`config.mk`:
```
export PLATFORM = sky130hd
export DESIGN_NAME = axi_lite_arbiter_flat
export DESIGN_NICKNAME = d
export VERILOG_FILES = /design/src/rtl/axi_lite_arbiter_if.sv /design/src/rtl/axi_lite_arbiter.sv /design/src/flat_wrapper.sv
export SDC_FILE = /design/constraint.sdc
export NUM_CORES = 1
export LEC_CHECK = 0
export BUFFER_PORTS_ARGS = -buffer_cell sky130_fd_sc_hd__buf_2
export CAP_MARGIN = 20
export CORE_UTILIZATION = 35
export CTS_BUF_LIST = sky130_fd_sc_hd__clkbuf_8
export CTS_CLUSTER_DIAMETER = 60
export DETAILED_ROUTE_END_ITERATION = 10
export GPL_TIMING_DRIVEN = 0
export PLACE_DENSITY = 0.69
export SYNTH_ARGS = -nofsm -noshare
export SYNTH_HDL_FRONTEND = slang
export SYNTH_SLANG_ARGS = --single-unit
export TNS_END_PERCENT = 30
```
`constraint.sdc`:
```
create_clock -name axi_aclk -period 2.55 [get_ports axi_aclk]
set_input_delay 0.51 -clock axi_aclk [delete_from_list [all_inputs] [get_ports axi_aclk]]
set_output_delay 0.51 -clock axi_aclk [all_outputs]
set_load 0.01 [all_outputs]
```
`src/rtl/axi_lite_arbiter_if.sv`:
```
`default_nettype none
// ============================================================================
//  Module   : axi_lite_arbiter_if
//  Purpose  : One AXI-Lite bus (AW, W, B, AR and R channels) as a bundle.
//             Used for both the requester ports and the shared master port
//             of axi_lite_arbiter.
//  Modports : master - drives AW/W/AR payload and valids, plus bready/rready
//             slave  - drives the ready signals and the B/R responses
//  Revision : 1.0 - initial release
// ============================================================================
interface axi_lite_arbiter_if #(
    parameter int DATA_WIDTH = 32,
    parameter int ADDR_WIDTH = 8,
    parameter int RESP_WIDTH = 3
);
    logic [ADDR_WIDTH-1:0]   awaddr;
    logic                    awvalid;
    logic                    awready;
    logic [DATA_WIDTH-1:0]   wdata;
    logic [DATA_WIDTH/8-1:0] wstrb;
    logic                    wvalid;
    logic                    wready;
    logic [RESP_WIDTH-1:0]   bresp;
    logic                    bvalid;
    logic                    bready;
    logic [ADDR_WIDTH-1:0]   araddr;
    logic                    arvalid;
    logic                    arready;
    logic [DATA_WIDTH-1:0]   rdata;
    logic [RESP_WIDTH-1:0]   rresp;
    logic                    rvalid;
    logic                    rready;

    modport master (
        output awaddr, awvalid, wdata, wstrb, wvalid, bready, araddr, arvalid, rready,
        input  awready, wready, bresp, bvalid, arready, rdata, rresp, rvalid
    );

    modport slave (
        input  awaddr, awvalid, wdata, wstrb, wvalid, bready, araddr, arvalid, rready,
        output awready, wready, bresp, bvalid, arready, rdata, rresp, rvalid
    );
endinterface
`default_nettype wire

```
`src/rtl/axi_lite_arbiter.sv`:
```
`default_nettype none
// ============================================================================
//  Module   : axi_lite_arbiter
//  Purpose  : Shares one AXI-Lite master port between two requesters with
//             round-robin arbitration and a single transaction in flight.
//             Within a granted port a write wins over a read.
//  Ports    : axi_aclk   - clock, rising edge
//             axi_areset - synchronous active-high reset
//             s0_axi     - requester 0 (arbiter acts as AXI slave)
//             s1_axi     - requester 1 (arbiter acts as AXI slave)
//             m_axi      - shared downstream AXI-Lite master port
//  Revision : 1.0 - initial release
// ============================================================================
module axi_lite_arbiter #(
    parameter int DATA_WIDTH = 32,
    parameter int ADDR_WIDTH = 8,
    parameter int RESP_WIDTH = 3
) (
    input  logic               axi_aclk,
    input  logic               axi_areset,
    axi_lite_arbiter_if.slave  s0_axi,
    axi_lite_arbiter_if.slave  s1_axi,
    axi_lite_arbiter_if.master m_axi
);

    typedef enum logic [2:0] {
        S_IDLE    = 3'd0,
        S_W_ISSUE = 3'd1,
        S_W_RESP  = 3'd2,
        S_W_RET   = 3'd3,
        S_R_ISSUE = 3'd4,
        S_R_RESP  = 3'd5,
        S_R_RET   = 3'd6
    } state_t;

    state_t                  r_state;
    state_t                  w_next_state;
    logic                    r_last_grant;
    logic                    r_owner;
    logic [ADDR_WIDTH-1:0]   r_addr;
    logic [DATA_WIDTH-1:0]   r_wdata;
    logic [DATA_WIDTH/8-1:0] r_wstrb;
    logic [RESP_WIDTH-1:0]   r_resp;
    logic [DATA_WIDTH-1:0]   r_rdata;
    logic                    r_aw_done;
    logic                    r_w_done;

    logic w_wr_req0, w_wr_req1, w_req0, w_req1;
    logic w_idle, w_grant0, w_grant1, w_grant_wr;
    logic w_m_awvalid, w_m_wvalid, w_m_arvalid, w_m_bready, w_m_rready;
    logic w_ret_bvalid, w_ret_rvalid, w_owner_bready, w_owner_rready;

    assign w_wr_req0 = s0_axi.awvalid & s0_axi.wvalid;
    assign w_wr_req1 = s1_axi.awvalid & s1_axi.wvalid;
    assign w_req0    = w_wr_req0 | s0_axi.arvalid;
    assign w_req1    = w_wr_req1 | s1_axi.arvalid;

    // Grants are suppressed while reset is high so no ready leaks out of
    // a cycle whose state update is about to be discarded.
    assign w_idle     = (r_state == S_IDLE) && !axi_areset;
    assign w_grant0   = w_idle && w_req0 && (!w_req1 || r_last_grant);
    assign w_grant1   = w_idle && w_req1 && (!w_req0 || !r_last_grant);
    assign w_grant_wr = w_grant1 ? w_wr_req1 : w_wr_req0;

    assign w_owner_bready = r_owner ? s1_axi.bready : s0_axi.bready;
    assign w_owner_rready = r_owner ? s1_axi.rready : s0_axi.rready;

    always_comb begin
        w_next_state = r_state;
        w_m_awvalid  = 1'b0;
        w_m_wvalid   = 1'b0;
        w_m_arvalid  = 1'b0;
        w_m_bready   = 1'b0;
        w_m_rready   = 1'b0;
        w_ret_bvalid = 1'b0;
        w_ret_rvalid = 1'b0;
        case (r_state)
            S_IDLE: begin
                if (w_grant0 || w_grant1) begin
                    w_next_state = w_grant_wr ? S_W_ISSUE : S_R_ISSUE;
                end
            end
            S_W_ISSUE: begin
                // AW and W complete independently; leave once both are done.
                w_m_awvalid = !r_aw_done;
                w_m_wvalid  = !r_w_done;
                if ((r_aw_done || m_axi.awready) && (r_w_done || m_axi.wready)) begin
                    w_next_state = S_W_RESP;
                end
            end
            S_W_RESP: begin
                w_m_bready = 1'b1;
                if (m_axi.bvalid) begin
                    w_next_state = S_W_RET;
                end
            end
            S_W_RET: begin
                w_ret_bvalid = 1'b1;
                if (w_owner_bready) begin
                    w_next_state = S_IDLE;
                end
            end
            S_R_ISSUE: begin
                w_m_arvalid = 1'b1;
                if (m_axi.arready) begin
                    w_next_state = S_R_RESP;
                end
            end
            S_R_RESP: begin
                w_m_rready = 1'b1;
                if (m_axi.rvalid) begin
                    w_next_state = S_R_RET;
                end
            end
            S_R_RET: begin
                w_ret_rvalid = 1'b1;
                if (w_owner_rready) begin
                    w_next_state = S_IDLE;
                end
            end
            default: w_next_state = S_IDLE;
        endcase
    end

    always_ff @(posedge axi_aclk) begin
        if (axi_areset) begin
            r_state      <= S_IDLE;
            r_last_grant <= 1'b1;
            r_owner      <= 1'b0;
            r_addr       <= '0;
            r_wdata      <= '0;
            r_wstrb      <= '0;
            r_resp       <= '0;
            r_rdata      <= '0;
            r_aw_done    <= 1'b0;
            r_w_done     <= 1'b0;
        end else begin
            r_state <= w_next_state;
            case (r_state)
                S_IDLE: begin
                    r_aw_done <= 1'b0;
                    r_w_done  <= 1'b0;
                    if (w_grant0 || w_grant1) begin
                        r_owner      <= w_grant1;
                        r_last_grant <= w_grant1;
                        if (w_grant_wr) begin
                            r_addr  <= w_grant1 ? s1_axi.awaddr : s0_axi.awaddr;
                            r_wdata <= w_grant1 ? s1_axi.wdata  : s0_axi.wdata;
                            r_wstrb <= w_grant1 ? s1_axi.wstrb  : s0_axi.wstrb;
                        end else begin
                            r_addr  <= w_grant1 ? s1_axi.araddr : s0_axi.araddr;
                        end
                    end
                end
                S_W_ISSUE: begin
                    if (w_m_awvalid && m_axi.awready) r_aw_done <= 1'b1;
                    if (w_m_wvalid && m_axi.wready)   r_w_done  <= 1'b1;
                end
                S_W_RESP: begin
                    if (m_axi.bvalid) r_resp <= m_axi.bresp;
                end
                S_R_RESP: begin
                    if (m_axi.rvalid) begin
                        r_resp  <= m_axi.rresp;
                        r_rdata <= m_axi.rdata;
                    end
                end
                default: ;
            endcase
        end
    end

    // Master port: payload straight from the capture registers, so it is
    // stable for as long as the corresponding valid waits for ready.
    assign m_axi.awaddr  = r_addr;
    assign m_axi.araddr  = r_addr;
    assign m_axi.wdata   = r_wdata;
    assign m_axi.wstrb   = r_wstrb;
    assign m_axi.awvalid = w_m_awvalid;
    assign m_axi.wvalid  = w_m_wvalid;
    assign m_axi.arvalid = w_m_arvalid;
    assign m_axi.bready  = w_m_bready;
    assign m_axi.rready  = w_m_rready;

    // Requester ports: ready only in the grant cycle, responses only to the
    // owner; everything else reads as zero.
    assign s0_axi.awready = w_grant0 && w_wr_req0;
    assign s0_axi.wready  = w_grant0 && w_wr_req0;
    assign s0_axi.arready = w_grant0 && !w_wr_req0;
    assign s1_axi.awready = w_grant1 && w_wr_req1;
    assign s1_axi.wready  = w_grant1 && w_wr_req1;
    assign s1_axi.arready = w_grant1 && !w_wr_req1;

    assign s0_axi.bvalid = w_ret_bvalid && !r_owner;
    assign s0_axi.bresp  = (w_ret_bvalid && !r_owner) ? r_resp : '0;
    assign s0_axi.rvalid = w_ret_rvalid && !r_owner;
    assign s0_axi.rresp  = (w_ret_rvalid && !r_owner) ? r_resp : '0;
    assign s0_axi.rdata  = (w_ret_rvalid && !r_owner) ? r_rdata : '0;
    assign s1_axi.bvalid = w_ret_bvalid && r_owner;
    assign s1_axi.bresp  = (w_ret_bvalid && r_owner) ? r_resp : '0;
    assign s1_axi.rvalid = w_ret_rvalid && r_owner;
    assign s1_axi.rresp  = (w_ret_rvalid && r_owner) ? r_resp : '0;
    assign s1_axi.rdata  = (w_ret_rvalid && r_owner) ? r_rdata : '0;

endmodule
`default_nettype wire

```
`src/flat_wrapper.sv`:
```
// flat-port wrapper written by rule: the top's interface ports become plain ports
module axi_lite_arbiter_flat 
#(
    parameter int DATA_WIDTH = 32,
    parameter int ADDR_WIDTH = 8,
    parameter int RESP_WIDTH = 3
)
  (axi_aclk, axi_areset, s0_axi_awaddr, s0_axi_awvalid, s0_axi_wdata, s0_axi_wstrb, s0_axi_wvalid, s0_axi_bready, s0_axi_araddr, s0_axi_arvalid, s0_axi_rready, s0_axi_awready, s0_axi_wready, s0_axi_bresp, s0_axi_bvalid, s0_axi_arready, s0_axi_rdata, s0_axi_rresp, s0_axi_rvalid, s1_axi_awaddr, s1_axi_awvalid, s1_axi_wdata, s1_axi_wstrb, s1_axi_wvalid, s1_axi_bready, s1_axi_araddr, s1_axi_arvalid, s1_axi_rready, s1_axi_awready, s1_axi_wready, s1_axi_bresp, s1_axi_bvalid, s1_axi_arready, s1_axi_rdata, s1_axi_rresp, s1_axi_rvalid, m_axi_awaddr, m_axi_awvalid, m_axi_wdata, m_axi_wstrb, m_axi_wvalid, m_axi_bready, m_axi_araddr, m_axi_arvalid, m_axi_rready, m_axi_awready, m_axi_wready, m_axi_bresp, m_axi_bvalid, m_axi_arready, m_axi_rdata, m_axi_rresp, m_axi_rvalid);
  axi_lite_arbiter_if #(.DATA_WIDTH(DATA_WIDTH), .ADDR_WIDTH(ADDR_WIDTH), .RESP_WIDTH(RESP_WIDTH)) s0_axi_i ();
  axi_lite_arbiter_if #(.DATA_WIDTH(DATA_WIDTH), .ADDR_WIDTH(ADDR_WIDTH), .RESP_WIDTH(RESP_WIDTH)) s1_axi_i ();
  axi_lite_arbiter_if #(.DATA_WIDTH(DATA_WIDTH), .ADDR_WIDTH(ADDR_WIDTH), .RESP_WIDTH(RESP_WIDTH)) m_axi_i ();
  input  logic axi_aclk;
  input  logic axi_areset;
  input wire logic [$bits(s0_axi_i.awaddr)-1:0] s0_axi_awaddr;
  input wire logic [$bits(s0_axi_i.awvalid)-1:0] s0_axi_awvalid;
  input wire logic [$bits(s0_axi_i.wdata)-1:0] s0_axi_wdata;
  input wire logic [$bits(s0_axi_i.wstrb)-1:0] s0_axi_wstrb;
  input wire logic [$bits(s0_axi_i.wvalid)-1:0] s0_axi_wvalid;
  input wire logic [$bits(s0_axi_i.bready)-1:0] s0_axi_bready;
  input wire logic [$bits(s0_axi_i.araddr)-1:0] s0_axi_araddr;
  input wire logic [$bits(s0_axi_i.arvalid)-1:0] s0_axi_arvalid;
  input wire logic [$bits(s0_axi_i.rready)-1:0] s0_axi_rready;
  output wire logic [$bits(s0_axi_i.awready)-1:0] s0_axi_awready;
  output wire logic [$bits(s0_axi_i.wready)-1:0] s0_axi_wready;
  output wire logic [$bits(s0_axi_i.bresp)-1:0] s0_axi_bresp;
  output wire logic [$bits(s0_axi_i.bvalid)-1:0] s0_axi_bvalid;
  output wire logic [$bits(s0_axi_i.arready)-1:0] s0_axi_arready;
  output wire logic [$bits(s0_axi_i.rdata)-1:0] s0_axi_rdata;
  output wire logic [$bits(s0_axi_i.rresp)-1:0] s0_axi_rresp;
  output wire logic [$bits(s0_axi_i.rvalid)-1:0] s0_axi_rvalid;
  input wire logic [$bits(s1_axi_i.awaddr)-1:0] s1_axi_awaddr;
  input wire logic [$bits(s1_axi_i.awvalid)-1:0] s1_axi_awvalid;
  input wire logic [$bits(s1_axi_i.wdata)-1:0] s1_axi_wdata;
  input wire logic [$bits(s1_axi_i.wstrb)-1:0] s1_axi_wstrb;
  input wire logic [$bits(s1_axi_i.wvalid)-1:0] s1_axi_wvalid;
  input wire logic [$bits(s1_axi_i.bready)-1:0] s1_axi_bready;
  input wire logic [$bits(s1_axi_i.araddr)-1:0] s1_axi_araddr;
  input wire logic [$bits(s1_axi_i.arvalid)-1:0] s1_axi_arvalid;
  input wire logic [$bits(s1_axi_i.rready)-1:0] s1_axi_rready;
  output wire logic [$bits(s1_axi_i.awready)-1:0] s1_axi_awready;
  output wire logic [$bits(s1_axi_i.wready)-1:0] s1_axi_wready;
  output wire logic [$bits(s1_axi_i.bresp)-1:0] s1_axi_bresp;
  output wire logic [$bits(s1_axi_i.bvalid)-1:0] s1_axi_bvalid;
  output wire logic [$bits(s1_axi_i.arready)-1:0] s1_axi_arready;
  output wire logic [$bits(s1_axi_i.rdata)-1:0] s1_axi_rdata;
  output wire logic [$bits(s1_axi_i.rresp)-1:0] s1_axi_rresp;
  output wire logic [$bits(s1_axi_i.rvalid)-1:0] s1_axi_rvalid;
  output wire logic [$bits(m_axi_i.awaddr)-1:0] m_axi_awaddr;
  output wire logic [$bits(m_axi_i.awvalid)-1:0] m_axi_awvalid;
  output wire logic [$bits(m_axi_i.wdata)-1:0] m_axi_wdata;
  output wire logic [$bits(m_axi_i.wstrb)-1:0] m_axi_wstrb;
  output wire logic [$bits(m_axi_i.wvalid)-1:0] m_axi_wvalid;
  output wire logic [$bits(m_axi_i.bready)-1:0] m_axi_bready;
  output wire logic [$bits(m_axi_i.araddr)-1:0] m_axi_araddr;
  output wire logic [$bits(m_axi_i.arvalid)-1:0] m_axi_arvalid;
  output wire logic [$bits(m_axi_i.rready)-1:0] m_axi_rready;
  input wire logic [$bits(m_axi_i.awready)-1:0] m_axi_awready;
  input wire logic [$bits(m_axi_i.wready)-1:0] m_axi_wready;
  input wire logic [$bits(m_axi_i.bresp)-1:0] m_axi_bresp;
  input wire logic [$bits(m_axi_i.bvalid)-1:0] m_axi_bvalid;
  input wire logic [$bits(m_axi_i.arready)-1:0] m_axi_arready;
  input wire logic [$bits(m_axi_i.rdata)-1:0] m_axi_rdata;
  input wire logic [$bits(m_axi_i.rresp)-1:0] m_axi_rresp;
  input wire logic [$bits(m_axi_i.rvalid)-1:0] m_axi_rvalid;
  assign s0_axi_i.awaddr = s0_axi_awaddr;
  assign s0_axi_i.awvalid = s0_axi_awvalid;
  assign s0_axi_i.wdata = s0_axi_wdata;
  assign s0_axi_i.wstrb = s0_axi_wstrb;
  assign s0_axi_i.wvalid = s0_axi_wvalid;
  assign s0_axi_i.bready = s0_axi_bready;
  assign s0_axi_i.araddr = s0_axi_araddr;
  assign s0_axi_i.arvalid = s0_axi_arvalid;
  assign s0_axi_i.rready = s0_axi_rready;
  assign s0_axi_awready = s0_axi_i.awready;
  assign s0_axi_wready = s0_axi_i.wready;
  assign s0_axi_bresp = s0_axi_i.bresp;
  assign s0_axi_bvalid = s0_axi_i.bvalid;
  assign s0_axi_arready = s0_axi_i.arready;
  assign s0_axi_rdata = s0_axi_i.rdata;
  assign s0_axi_rresp = s0_axi_i.rresp;
  assign s0_axi_rvalid = s0_axi_i.rvalid;
  assign s1_axi_i.awaddr = s1_axi_awaddr;
  assign s1_axi_i.awvalid = s1_axi_awvalid;
  assign s1_axi_i.wdata = s1_axi_wdata;
  assign s1_axi_i.wstrb = s1_axi_wstrb;
  assign s1_axi_i.wvalid = s1_axi_wvalid;
  assign s1_axi_i.bready = s1_axi_bready;
  assign s1_axi_i.araddr = s1_axi_araddr;
  assign s1_axi_i.arvalid = s1_axi_arvalid;
  assign s1_axi_i.rready = s1_axi_rready;
  assign s1_axi_awready = s1_axi_i.awready;
  assign s1_axi_wready = s1_axi_i.wready;
  assign s1_axi_bresp = s1_axi_i.bresp;
  assign s1_axi_bvalid = s1_axi_i.bvalid;
  assign s1_axi_arready = s1_axi_i.arready;
  assign s1_axi_rdata = s1_axi_i.rdata;
  assign s1_axi_rresp = s1_axi_i.rresp;
  assign s1_axi_rvalid = s1_axi_i.rvalid;
  assign m_axi_awaddr = m_axi_i.awaddr;
  assign m_axi_awvalid = m_axi_i.awvalid;
  assign m_axi_wdata = m_axi_i.wdata;
  assign m_axi_wstrb = m_axi_i.wstrb;
  assign m_axi_wvalid = m_axi_i.wvalid;
  assign m_axi_bready = m_axi_i.bready;
  assign m_axi_araddr = m_axi_i.araddr;
  assign m_axi_arvalid = m_axi_i.arvalid;
  assign m_axi_rready = m_axi_i.rready;
  assign m_axi_i.awready = m_axi_awready;
  assign m_axi_i.wready = m_axi_wready;
  assign m_axi_i.bresp = m_axi_bresp;
  assign m_axi_i.bvalid = m_axi_bvalid;
  assign m_axi_i.arready = m_axi_arready;
  assign m_axi_i.rdata = m_axi_rdata;
  assign m_axi_i.rresp = m_axi_rresp;
  assign m_axi_i.rvalid = m_axi_rvalid;
  axi_lite_arbiter #(.DATA_WIDTH(DATA_WIDTH), .ADDR_WIDTH(ADDR_WIDTH), .RESP_WIDTH(RESP_WIDTH)) u_core (.axi_aclk(axi_aclk), .axi_areset(axi_areset), .s0_axi(s0_axi_i), .s1_axi(s1_axi_i), .m_axi(m_axi_i));
endmodule
```
==> summary.txt <==
Synthesis
  – Syn_nets: 757
  – Post-synthesis cell count: 598
  – Count leader, synth: nand2_1
  – Synth Warn #: 0
  – Post-Syn Area: 4598 um2
  – Flops & latches, synth: 86
  – Synth unique cells: 43
  – Synth top area cells: dfxtp_1 37%, nand2_1 12%, and2_1 10%, a311oi_1 6.9%, a21oi_1 5.2%
  – Share of synthesized registers carrying an async set or reset: 0
  – Area leader, netlist: dfxtp_1
  – Synth top area share: 0.3744
  – Number of flops mapped to enable cells by yosys: 0
  – Main synth FF type: dfxtp_1
  – Top cells by instance count after synthesis: 143 x nand2_1, 86 x dfxtp_1, 77 x and2_1, 48 x a21oi_1, 42 x clkbuf_1
  – Syn Area/Cell: 7.689 um2
  – Seq/Total Area, Yosys: 0.3744

Detailed routing
  – Final wirelength: 16,950 um
  – Initial DRC Count: 298
  – DRC Markers: 0
  – Via density: 4.993
  – Via Count: 5,467
  – Drt wl/cell: 15.48 um
  – ANT nets after route: 0
  – Initial DRT Pass Iterations: 4

Floorplan
  – Die height: 116.6 um
  – Row Count: 41
  – Die X: 116.6 um
  – # IOs: 302
  – Die area: 13,600 um2
  – Core area: 12,720 um2
  – Initial Util: 0.3614

Timing
  – Hold_ws: 0.3649 ns
  – Final Hold Viols: 0
  – Fmax: 404.8 MHz
  – Slew HR: 0.5648
  – Fin crit share: 0.9687
  – Measured slew at the worst slew-check pin: 0.6527 ns
  – Worst Skew: 0.007686 ns
  – Setup violators final: 0
  – Setup TNS: 0 ns
  – Final Max Slew Viols: 0
  – Final min period: 2.470 ns

Global route
  – Total gr overflow: 0
  – Initial antenna violation count: 0
  – GRT Resource Usage Total: 0.2418
  – Number of global-route vias before repair: 4,997
  – Largest net degree at the start of global routing: 20
  – First-pass GRT wire length: 24,940 um

Min path
  – Hold crit path type: in2reg
  – Hold Path End: u_core.r_rdata[24]
  – HP Start: m_axi_rdata[24]
  – Hold depth: 3

Status
  – Outcome: finished clean

Cells and area
  – Synth-to-layout area growth: 45.55%
  – Final Net Count: 1,077
  – ANT cells: 0
  – End-of-flow core utilization: 0.5261
  – Layout cells sized above 1: 0.4085
  – Post-Layout Cell Count: 1,095

Placed design
  – Dpl hpwl: 13,340 um
  – Placed Cells: 1,070
  – Port bufs: 300
  – Placer Congestion: 0.8663

Clock network
  – CTS Hold Buffers Added: 0
  – Sink Count: 86
  – CTS tree: done
  – Max H-tree Level: 3
  – CTS root buf: clkbuf_8
  – Reg clk slew, reported paths: 0.09 ns
  – Clk Latency, worst-skew pair: 0.37 ns
  – CTS buffer count: 9
  – Longest Clk Path Bufs: 2

Worst setup path
  – Type of the worst setup path: in2out
  – RR Startpoint: u_core.r_state[2]
  – Max Fanout on Critical Path: 10
  – Worst-case reg-to-reg path depth: 6
  – Worst Setup SP: axi_areset
  – End of the worst register-to-register path: u_core.m_axi.wdata[27]
  – CP startpoint kind: input pin
  – Crit path required time: 2.04 ns
  – Register-to-register setup slack: 0.33 ns
  – Crit. End Element: output pin
  – Arrival time worst endpoint: 1.96 ns

Flow run
  – # Max-Cap Violations: 0

Power and ir drop
  – PwrDens: 711.0 nW/um2
  – Worst VDD drop: 0.3590 mV
  – Leakage: 3.211 nW
  – Total power: 4.758 mW
[per-stage QoR]
step                      setup WS, ns  area (um2)
after CTS                     0.002606        6619
after floorplan               0.009460        4598
after global placement         -0.9131        6315
after detailed placement       -0.9008        6315
final                          0.07988        6693
after global routing         -0.009558        6693
[state kept, by name (all words and copies together), names as in the netlist]
register / cells
u_core.m_axi.araddr: 8
u_core.r_w_done: 1
u_core.r_resp: 3
u_core.m_axi.wdata: 32
u_core.m_axi.wstrb: 4
u_core.r_state: 3
u_core.r_owner: 1
u_core.r_aw_done: 1
u_core.r_last_grant: 1
u_core.r_rdata: 32
[cell type report]
type	count	area (um2)
Inverter	3	11.26
Clock inverter	5	57.56
Timing Repair Buffer	310	1577
Clock buffer	11	151.4
Sequential cell	86	1727
Multi-Input combinational cell	446	2606
Buffer	62	347.8
Fill cell	1331	6030
Tap cell	172	215.2
[cells by family after synthesis]
| kind of cell | synth area share |
|---|---|
| buffers and inverters | 0.06884 |
| multiplexers | 0.03293 |
| flip-flops | 0.3744 |
| AND/OR/NAND/NOR | 0.2751 |
| AO/OA/AOI/OAI | 0.2487 |
[placed cells by master (no fill, tap or decap), types with 7 or more instances in the layout]
cell type,Yosys,routed
a21oi_1,48,48
a22oi_1,15,15
a311oi_1,36,36
a31oi_1,37,37
and2_1,77,77
buf_2,7,305
buf_4,10,20
clkbuf_1,42,30
clkbuf_2,0,8
clkbuf_8,0,13
dfxtp_1,86,84
mux2_2,9,9
nand2_1,143,143
nand2b_1,12,11
nor2_1,15,13
nor3_1,8,7
[how the worst max path moves through the flow]
stage	slack (ns)	cells after the start	endpoint
2_1_floorplan	0.009	7	s0_axi_wready
3_3_place_gp	-0.91	7	s1_axi_arready
3_5_place_dp	-0.90	7	s1_axi_arready
4_1_cts	0.003	7	s0_axi_wready
5_1_grt	-0.01	8	s1_axi_arready
6_report	0.08	8	s1_axi_arready
[timing repair]
action / in CTS / in global routing
resized for setup: 25 / 12
setup buffers: 4 / 6
setup endpoints to repair: 85 / 88
pin swaps: 2 / 3
[report_power, final]
part	switching [mW]	total [mW]	internal, mW	leakage [nW]
registers	0.187	1.78	1.59	0.702
logic	1.11	1.97	0.859	2.41
clock network	0.506	1.01	0.504	0.0976
total	1.80	4.76	2.96	3.21
[layer usage]
metal  track usage  vias up  routed length, um
li1              -     2743                  -
met1        0.2637     2469               6626
met2        0.4406      234               8538
met3       0.06850       21               1428
met4       0.09536        0                354
met5             0        -                  0
[critical path: stages]
cell and delay, ns:
clkbuf_2 0.17, nor4_4 0.30, buf_4 0.19, o211ai_1 0.15, clkbuf_8 0.19, clkbuf_8 0.16
a21oi_1 0.12, buf_2 0.16
Note: power is estimated with default switching activity, not from simulation.
